==> src/rtl/mv_wback.sv <==
// rtl/mv_wback.sv - result write-back stage between the matrix-vector FMA lanes and the write master
//
// Purpose:
//   Buffers packed FMA result words in a show-ahead FIFO, zero-masks the
//   unused lanes of the last word of a job, and sequences one write-master
//   transfer per job (base/length, go, data stream, wait for done), then
//   pulses flag_over back to the config block.
//
// Ports:
//   clk, rst                     clock, synchronous active-low reset
//   param_ena/oaddr/olen         job start strobe, output byte base, result count
//   res_wreq/res_data            one-cycle result word strobe and packed lanes
//   wmst_ctrl_*                  write-master control (base, length, go, done)
//   wmst_user_*                  write-master data push, data word, backpressure
//   flag_over                    one-cycle job-complete pulse
//   busy                         high while a job is in progress
//   err_drop                     sticky flag: a result word was discarded
module mv_wback #(
  parameter int CW  = 10,
  parameter int VW  = 4,
  parameter int LDW = 32,
  parameter int XAW = 32,
  parameter int XDW = 128,
  parameter int FAW = 4
) (
  input  logic           clk,
  input  logic           rst,
  input  logic           param_ena,
  input  logic [XAW-1:0] param_oaddr,
  input  logic [CW-1:0]  param_olen,
  input  logic           res_wreq,
  input  logic [XDW-1:0] res_data,
  output logic           wmst_ctrl_fixed_location,
  output logic [XAW-1:0] wmst_ctrl_write_base,
  output logic [XAW-1:0] wmst_ctrl_write_length,
  output logic           wmst_ctrl_go,
  input  logic           wmst_ctrl_done,
  output logic           wmst_user_write_buffer,
  output logic [XDW-1:0] wmst_user_write_input_data,
  input  logic           wmst_user_buffer_full,
  output logic           flag_over,
  output logic           busy,
  output logic           err_drop
);

  localparam int DEPTH = 1 << FAW;

  typedef enum logic [1:0] {
    S_IDLE      = 2'd0,
    S_GO        = 2'd1,
    S_STREAM    = 2'd2,
    S_WAIT_DONE = 2'd3
  } state_e;

  state_e         state_q, state_d;
  logic [XAW-1:0] base_q, base_d;
  logic [XAW-1:0] len_q, len_d;
  logic [CW-1:0]  nwords_q, nwords_d;
  logic [CW-1:0]  tail_q, tail_d;
  logic [CW-1:0]  sent_q, sent_d;
  logic [CW-1:0]  recv_q, recv_d;
  logic           done_seen_q, done_seen_d;
  logic           go_q, go_d;
  logic           flag_q, flag_d;
  logic           err_q, err_d;

  // FIFO storage and pointers
  logic [XDW-1:0] mem_q [DEPTH];
  logic [FAW-1:0] wptr_q, wptr_d;
  logic [FAW-1:0] rptr_q, rptr_d;
  logic [FAW:0]   cnt_q, cnt_d;

  logic           fifo_empty;
  logic           fifo_full;
  logic           pop;
  logic           push;
  logic           drop;
  logic [XDW-1:0] wdata;

  // Job geometry derived from the incoming parameters
  logic [CW:0]    olen_ext;
  logic [CW-1:0]  job_nwords;
  logic [CW-1:0]  job_tail;
  logic [XAW-1:0] job_len;

  assign olen_ext   = {1'b0, param_olen};
  assign job_nwords = CW'((olen_ext + (CW+1)'(VW - 1)) / (CW+1)'(VW));
  assign job_tail   = CW'(olen_ext % (CW+1)'(VW));
  assign job_len    = XAW'(job_nwords) * XAW'(XDW / 8);

  assign fifo_empty = (cnt_q == '0);
  assign fifo_full  = (cnt_q == (FAW+1)'(DEPTH));

  // Pop decision uses only registered FIFO state plus the backpressure input
  assign pop  = (state_q == S_STREAM) && !fifo_empty && !wmst_user_buffer_full;

  // A full FIFO still takes a word when the head leaves in the same cycle
  assign push = res_wreq && (state_q != S_IDLE) && (recv_q < nwords_q) &&
                (!fifo_full || pop);
  assign drop = res_wreq && !push;

  // Zero the lanes beyond the tail on the final word of the job
  always_comb begin
    wdata = res_data;
    if ((recv_q == nwords_q - CW'(1)) && (tail_q != '0)) begin
      for (int g = 0; g < VW; g++) begin
        if (CW'(g) >= tail_q) begin
          wdata[g*LDW +: LDW] = '0;
        end
      end
    end
  end

  // FIFO pointer/count next state
  always_comb begin
    wptr_d = wptr_q;
    rptr_d = rptr_q;
    cnt_d  = cnt_q;
    if (push) begin
      wptr_d = wptr_q + FAW'(1);
    end
    if (pop) begin
      rptr_d = rptr_q + FAW'(1);
    end
    if (push && !pop) begin
      cnt_d = cnt_q + (FAW+1)'(1);
    end else if (pop && !push) begin
      cnt_d = cnt_q - (FAW+1)'(1);
    end
  end

  always_ff @(posedge clk) begin
    if (!rst) begin
      wptr_q <= '0;
      rptr_q <= '0;
      cnt_q  <= '0;
    end else begin
      wptr_q <= wptr_d;
      rptr_q <= rptr_d;
      cnt_q  <= cnt_d;
    end
  end

  always_ff @(posedge clk) begin
    if (push) begin
      mem_q[wptr_q] <= wdata;
    end
  end

  // Control FSM next state
  always_comb begin
    state_d     = state_q;
    base_d      = base_q;
    len_d       = len_q;
    nwords_d    = nwords_q;
    tail_d      = tail_q;
    sent_d      = pop  ? sent_q + CW'(1) : sent_q;
    recv_d      = push ? recv_q + CW'(1) : recv_q;
    done_seen_d = done_seen_q;
    go_d        = 1'b0;
    flag_d      = 1'b0;
    err_d       = err_q | drop;

    unique case (state_q)
      S_IDLE: begin
        if (param_ena) begin
          if (param_olen != '0) begin
            state_d     = S_GO;
            base_d      = param_oaddr;
            len_d       = job_len;
            nwords_d    = job_nwords;
            tail_d      = job_tail;
            sent_d      = '0;
            recv_d      = '0;
            done_seen_d = 1'b0;
            go_d        = 1'b1;
            // A word dropped in this same cycle still gets reported
            err_d       = drop;
          end else begin
            flag_d = 1'b1;
          end
        end
      end
      S_GO: begin
        state_d = S_STREAM;
        if (wmst_ctrl_done) begin
          done_seen_d = 1'b1;
        end
      end
      S_STREAM: begin
        if (wmst_ctrl_done) begin
          done_seen_d = 1'b1;
        end
        if (pop && (sent_q == nwords_q - CW'(1))) begin
          state_d = S_WAIT_DONE;
        end
      end
      S_WAIT_DONE: begin
        if (wmst_ctrl_done || done_seen_q) begin
          state_d     = S_IDLE;
          flag_d      = 1'b1;
          done_seen_d = 1'b0;
        end
      end
      default: begin
        state_d = S_IDLE;
      end
    endcase
  end

  always_ff @(posedge clk) begin
    if (!rst) begin
      state_q     <= S_IDLE;
      base_q      <= '0;
      len_q       <= '0;
      nwords_q    <= '0;
      tail_q      <= '0;
      sent_q      <= '0;
      recv_q      <= '0;
      done_seen_q <= 1'b0;
      go_q        <= 1'b0;
      flag_q      <= 1'b0;
      err_q       <= 1'b0;
    end else begin
      state_q     <= state_d;
      base_q      <= base_d;
      len_q       <= len_d;
      nwords_q    <= nwords_d;
      tail_q      <= tail_d;
      sent_q      <= sent_d;
      recv_q      <= recv_d;
      done_seen_q <= done_seen_d;
      go_q        <= go_d;
      flag_q      <= flag_d;
      err_q       <= err_d;
    end
  end

  assign wmst_ctrl_fixed_location   = 1'b0;
  assign wmst_ctrl_write_base       = base_q;
  assign wmst_ctrl_write_length     = len_q;
  assign wmst_ctrl_go               = go_q;
  assign wmst_user_write_buffer     = pop;
  // Stale memory contents are hidden while the FIFO is empty
  assign wmst_user_write_input_data = fifo_empty ? '0 : mem_q[rptr_q];
  assign flag_over                  = flag_q;
  assign busy                       = (state_q != S_IDLE);
  assign err_drop                   = err_q;

endmodule

==> config.mk <==
export PLATFORM = sky130hd
export DESIGN_NAME = mv_wback
export DESIGN_NICKNAME = d
export VERILOG_FILES = /design/src/rtl/mv_wback.sv
export SDC_FILE = /design/constraint.sdc
export NUM_CORES = 2
export LEC_CHECK = 0
export ABC_AREA = 1
export BUFFER_PORTS_ARGS = -buffer_cell sky130_fd_sc_hd__buf_2
export CORE_MARGIN = 3
export CORE_UTILIZATION = 45
export DETAILED_ROUTE_END_ITERATION = 10
export PLACE_DENSITY = 0.69
export SLEW_MARGIN = 20
export SYNTH_ARGS = -nofsm -noshare
export SYNTH_HDL_FRONTEND = slang
export SYNTH_SLANG_ARGS = --single-unit
==> constraint.sdc <==
create_clock -name clk -period 12.67 [get_ports clk]
set_input_delay 3.1675 -clock clk [delete_from_list [all_inputs] [get_ports clk]]
set_output_delay 3.1675 -clock clk [all_outputs]
set_load 0.05 [all_outputs]
# [Word-level counts from Yosys, hierarchy flattened]
# Memories as Yosys holds them, arrays and structs flattened. A register that Yosys moved wholly into a read port is not among the register bits.
# Index checks and enable logic that the tools add are counted.
[totals] latchBits=0 mem_bits_ro=0 ff_bits=82 memories=1 wordCells=105 ram_bits=2048
[op_classes] n_reduce_logical=28 shifts=0 eq_ne=11 muxes=38 multipliers=0 magnitude_cmp=5 bitwise_logic=1 div=0 n_addsub=8
[memory_table] name="mem_q" depth=16 word_bits=128 rd=1 rd_clocked_by_memory_dff=1 wr=1 line="68" text="logic [XDW-1:0] mem_q [DEPTH];"
[ops] op="two-way mux 128 bit" n=2
[ops] op="two-way mux 32 bit" n=4
[ops] op="two-way mux 10 bit" n=8
[ops] op="adder 10 x 1 -> 10 bit (second input constant)" n=2
[ops] op="equality test 10 bit" n=2
[ops] op="nonzero test 10 bit" n=2
[ops] op="two-way mux 1 bit" n=13
[ops] op="adder 10 x 2 -> 11 bit (second input constant)" n=1
[ops] op="logical AND 1 bit" n=10
[ops] op="< comparator 10 x 9 -> 1 bit" n=1
[ops] op="two-way mux 5 bit" n=2
[ops] op="subtractor 9 x 1 -> 10 bit (second input constant)" n=1
[ops] op="adder 4 x 1 -> 4 bit (second input constant)" n=2
[ops] op="two-way mux 2 bit" n=4
[ops] op="two-way mux 4 bit" n=2
[ops] op="one-hot mux 2 bit (4 select lines)" n=1
[ops] op="AND reduction 4 bit" n=2
[ops] op="!= test 2 bit (second input constant)" n=3
[ops] op="AND reduction 3 bit" n=2
[ops] op="adder 5 x 1 -> 5 bit (second input constant)" n=1
[ops] op="equality test 5 bit (second input constant)" n=1
[ops] op="zero test 1 bit" n=5
[ops] op="zero test 5 bit" n=1
[ops] op="subtractor 5 x 1 -> 5 bit (second input constant)" n=1
[ops] op="12 further kinds" n=18

# [Logic depth before layout (Yosys ltp)]
[logic_depth] word_depth=12 ltp_mapped=19 mapped_depth_nobuf=18

# [Least setup slack after synthesis]
# Ideal clock, no wire load.
[synth_path] path_kind="input -> register" from="in res_wreq" to="mem mem_q[0][0], enable pin" stages=7 path_slack_ns=2.788 arrival_ns=9.265 n_path_buf=1 cell_sequence="nand2_1 > inv_1 > nand4_1 > nor2_2 > buf_2 > nand2_1 > nor2_1"
[synth_between] elab_chain_cells=5
[synth_lines] element="from (decl)" line="31" text="input logic res_wreq,"
[synth_lines] element="logical AND 1 bit (3 in a row)" line="98" text="assign push = res_wreq && (state_q != S_IDLE) && (recv_q < nwords_q) &&"
[synth_lines] element="named net push" line="76" text="logic push;"
[synth_lines] element="two-way mux 1 bit" line="145" text="if (push) begin"
[synth_lines] element="two-way mux 1 bit (not written as such)" line="146" text="mem_q[wptr_q] <= wdata;"
[synth_lines] element="to (decl)" line="68"
# The timed path passes the listed nets, and every way through them passes these cells.

==> metrics <==
crit start category flop; Comb power frac 25.3%; Port Buffer Count 349; layout cells sized above 1 12.1%; headroom to the max-slew limit 16.7%; count of maximum capacitance violations 0; WL final 223 mm; EDFF count, synth 2048; routability congestion estimate 0.787; Reg power frac 42.5%; Synth area leaders edfxtp_1 73%, o21ai_0 5.9%, nor2_1 5.1%; total number of vias 53729; Worst-path clk slew 0.06 ns; first-pass GRT wire length 329 mm; vias in the first global route 52560; RSZ-0062 raised after global routing no; Area Overhead vs Synth 12.4%; Netlist Area Pre-Place 84200 µm²; io pins 374; Syn Area/Cell 13.4 µm²; leakage 0.0308 µW; TritonCTS clock tree done; starting density of the core 45.4%; NetSw 6590 µW; Peak Freq 113 MHz; asr flop ratio synth 0%; yosys warns 0; setup tns final 0 ns; routed len/inst 24.5 µm; largest net degree at the start of global routing 257; row cnt 158; Main synth FF type edfxtp_1; GRT Overall Usage 22.6%; CTS sink count 2134; Layout Utilization 51.0%; Layout Skew 0.0353 ns; Clk Tree Root Cell clkbuf_16; Switching Share 34.8%; post-synthesis sequential area ratio 75.1%; Crit Path Class reg2out; crit path max fanout 256; clk_lat worst skew 0.85 ns; Seq cells post-synth 2134; Num CTS Buffers 210; Final Hold Vio Count 0; die area 192000 µm²; final setup fails 0; post-CTS setup buffers 0; hold_buf cts 0; Die Wd 439 µm; Mapped Cells 6277; post-cts gate resize count 0; Worst Hold Class reg2reg; crit end category output pin; worst-margin pin slew 1.25 ns; Pwr Density 200 nW/µm²; H-Tree Depth 4; Tmin final 8.82 ns; grt total ovfl 0; peak supply drop 0.000255 V; drt drc 0; Avg Vias per Cell 5.91; nets@finish 6621; area leader, netlist edfxtp_1; CP Data Arrival Time 5.66 ns; final worst-path cycle share 69.6%; initial antenna violation count 19; Routed Antenna Nets 0; Cell Int Power 12300 µW; status finished clean; Pins Over Slew Limit 0; share of the synthesized area in the top cell type 73.1%; Pre-Repair DR Iteration Count 6; Max Root-Sink Buffers 3; required time of the critical path 9.50 ns; FILL cells 15301; die height 439 µm; Distinct cells, synth 42; Core Area 186000 µm²; clock share of power 32.2%; Starting DRT DRC Count 5630; Post-DP HPWL 107 mm
-- worst max-delay path: stages (launching register included) --
cell and delay [ns]:
dfxtp_4 0.98, buf_4 0.53, buf_12 0.77, buf_4 0.86, o21ai_0 0.26, o22ai_1 0.21
o211ai_1 0.10, a21oi_1 0.49, buf_2 0.37
-- final cells by class --
cell class	instances	area [µm²]	area share, %
Tap cell	2480	3100	3.28
Inverter	174	688	0.727
Clock inverter	135	1300	1.38
Timing Repair Buffer	426	2510	2.65
Sequential cell	2134	63200	66.8
Clock buffer	252	5410	5.72
Antenna cell	13	32.5	0.0344
Multi-Input combinational cell	3474	18300	19.4
-- metrics by stage --
stage / cell area (µm²) / instances / setup slack (ns) / total power, µW / hold slack, ns
after floorplan: 84300 / 6300 / 2.79 / 11500 / 0.422
after global placement: 87800 / 8687 / 4.81 / 12900 / 0.438
after detailed placement: 87800 / 8688 / 4.75 / 13000 / 0.441
after CTS: 94600 / 9075 / 3.80 / 19000 / 0.455
after global routing: 94600 / 9082 / 3.51 / 19600 / 0.487
final: 94600 / 9088 / 3.85 / 18900 / 0.456
-- path summary, 6_finish.rpt --
check	startpoint	end	slack [ns]	cells past startpoint
worst min register to register	cnt_q[4]	cnt_q[4]	0.46	1
worst max register to register	wmst_ctrl_write_length[9]	mem_q[15][43]	7.65	11
worst max-delay path	flop	wmst_user_write_input_data[47]	3.85	8
worst min-delay path	cnt_q[4]	cnt_q[4]	0.46	1
-- placed cells by master (no fill, tap or decap), types with 135 or more instances in the layout --
cell,Yosys,layout
a21oi_1,158,158
nand2_1,135,135
o21ai_0,995,995
o22ai_1,159,159
nor2_1,1134,1117
o211ai_1,156,156
nand3_1,145,145
inv_1,167,164
edfxtp_1,2048,2048
o221ai_1,357,357
buf_2,48,349
clkbuf_16,0,210
-- power groups by stage --
stage | Clock [µW] | Combinational [µW] | Sequential [µW]
final | 6090 | 4790 | 8040
after detailed placement | 0 | 4810 | 8180
after floorplan | 0 | 3190 | 8280
after global placement | 0 | 4750 | 8180
after CTS | 6190 | 4820 | 8030
after global routing | 6480 | 5070 | 8050
-- cell usage after synthesis, types with 11 or more instances --
master / number
xor2_1: 11
buf_4: 36
dfxtp_1: 86
buf_2: 48
a21oi_1: 158
nand2_1: 135
o22ai_1: 159
nand3_1: 145
o21ai_0: 995
inv_1: 167
o211ai_1: 156
o221ai_1: 357
nor2_1: 1134
clkbuf_1: 420
ha_1: 24
edfxtp_1: 2048
a22o_1: 32
nor2_2: 36
o21ai_1: 63
-- metal layers --
layer | part of all wire, % | vias to the layer above | GRT usage, % | routed length (µm)
met3 | 8.0 | 403 | 3.72 | 17800
met2 | 48 | 2424 | 36.8 | 107000
met1 | 41 | 26912 | 30.6 | 91100
met4 | 3.2 | 12 | 8.21 | 7050
li1 | - | 23978 | - | -
met5 | 0.036 | - | 0 | 80
-- registers in the layout (all words and copies together) (netlist names), named ones only --
signal	count
wptr_q	4
state_q	2
mem_q	2048
flag_over	1
done_seen_q	1
recv_q	10
tail_q	2
wmst_ctrl_go	1
cnt_q	5
wmst_ctrl_write_length	9
wmst_ctrl_write_base	32
sent_q	10
rptr_q	4
err_drop	1
-- logic make-up after synthesis --
group	Yosys count	synth area share (%)
AOI/OAI and AO/OA	1930	13.9
xor gates and xnor gates	16	0.175
adders and majority gates	25	0.380
buffers and inverters	692	3.40
DFF	2134	75.1
other	1	0.00445
and+or+nand+nor	1479	7.01
(Power assumes the default switching activity.)
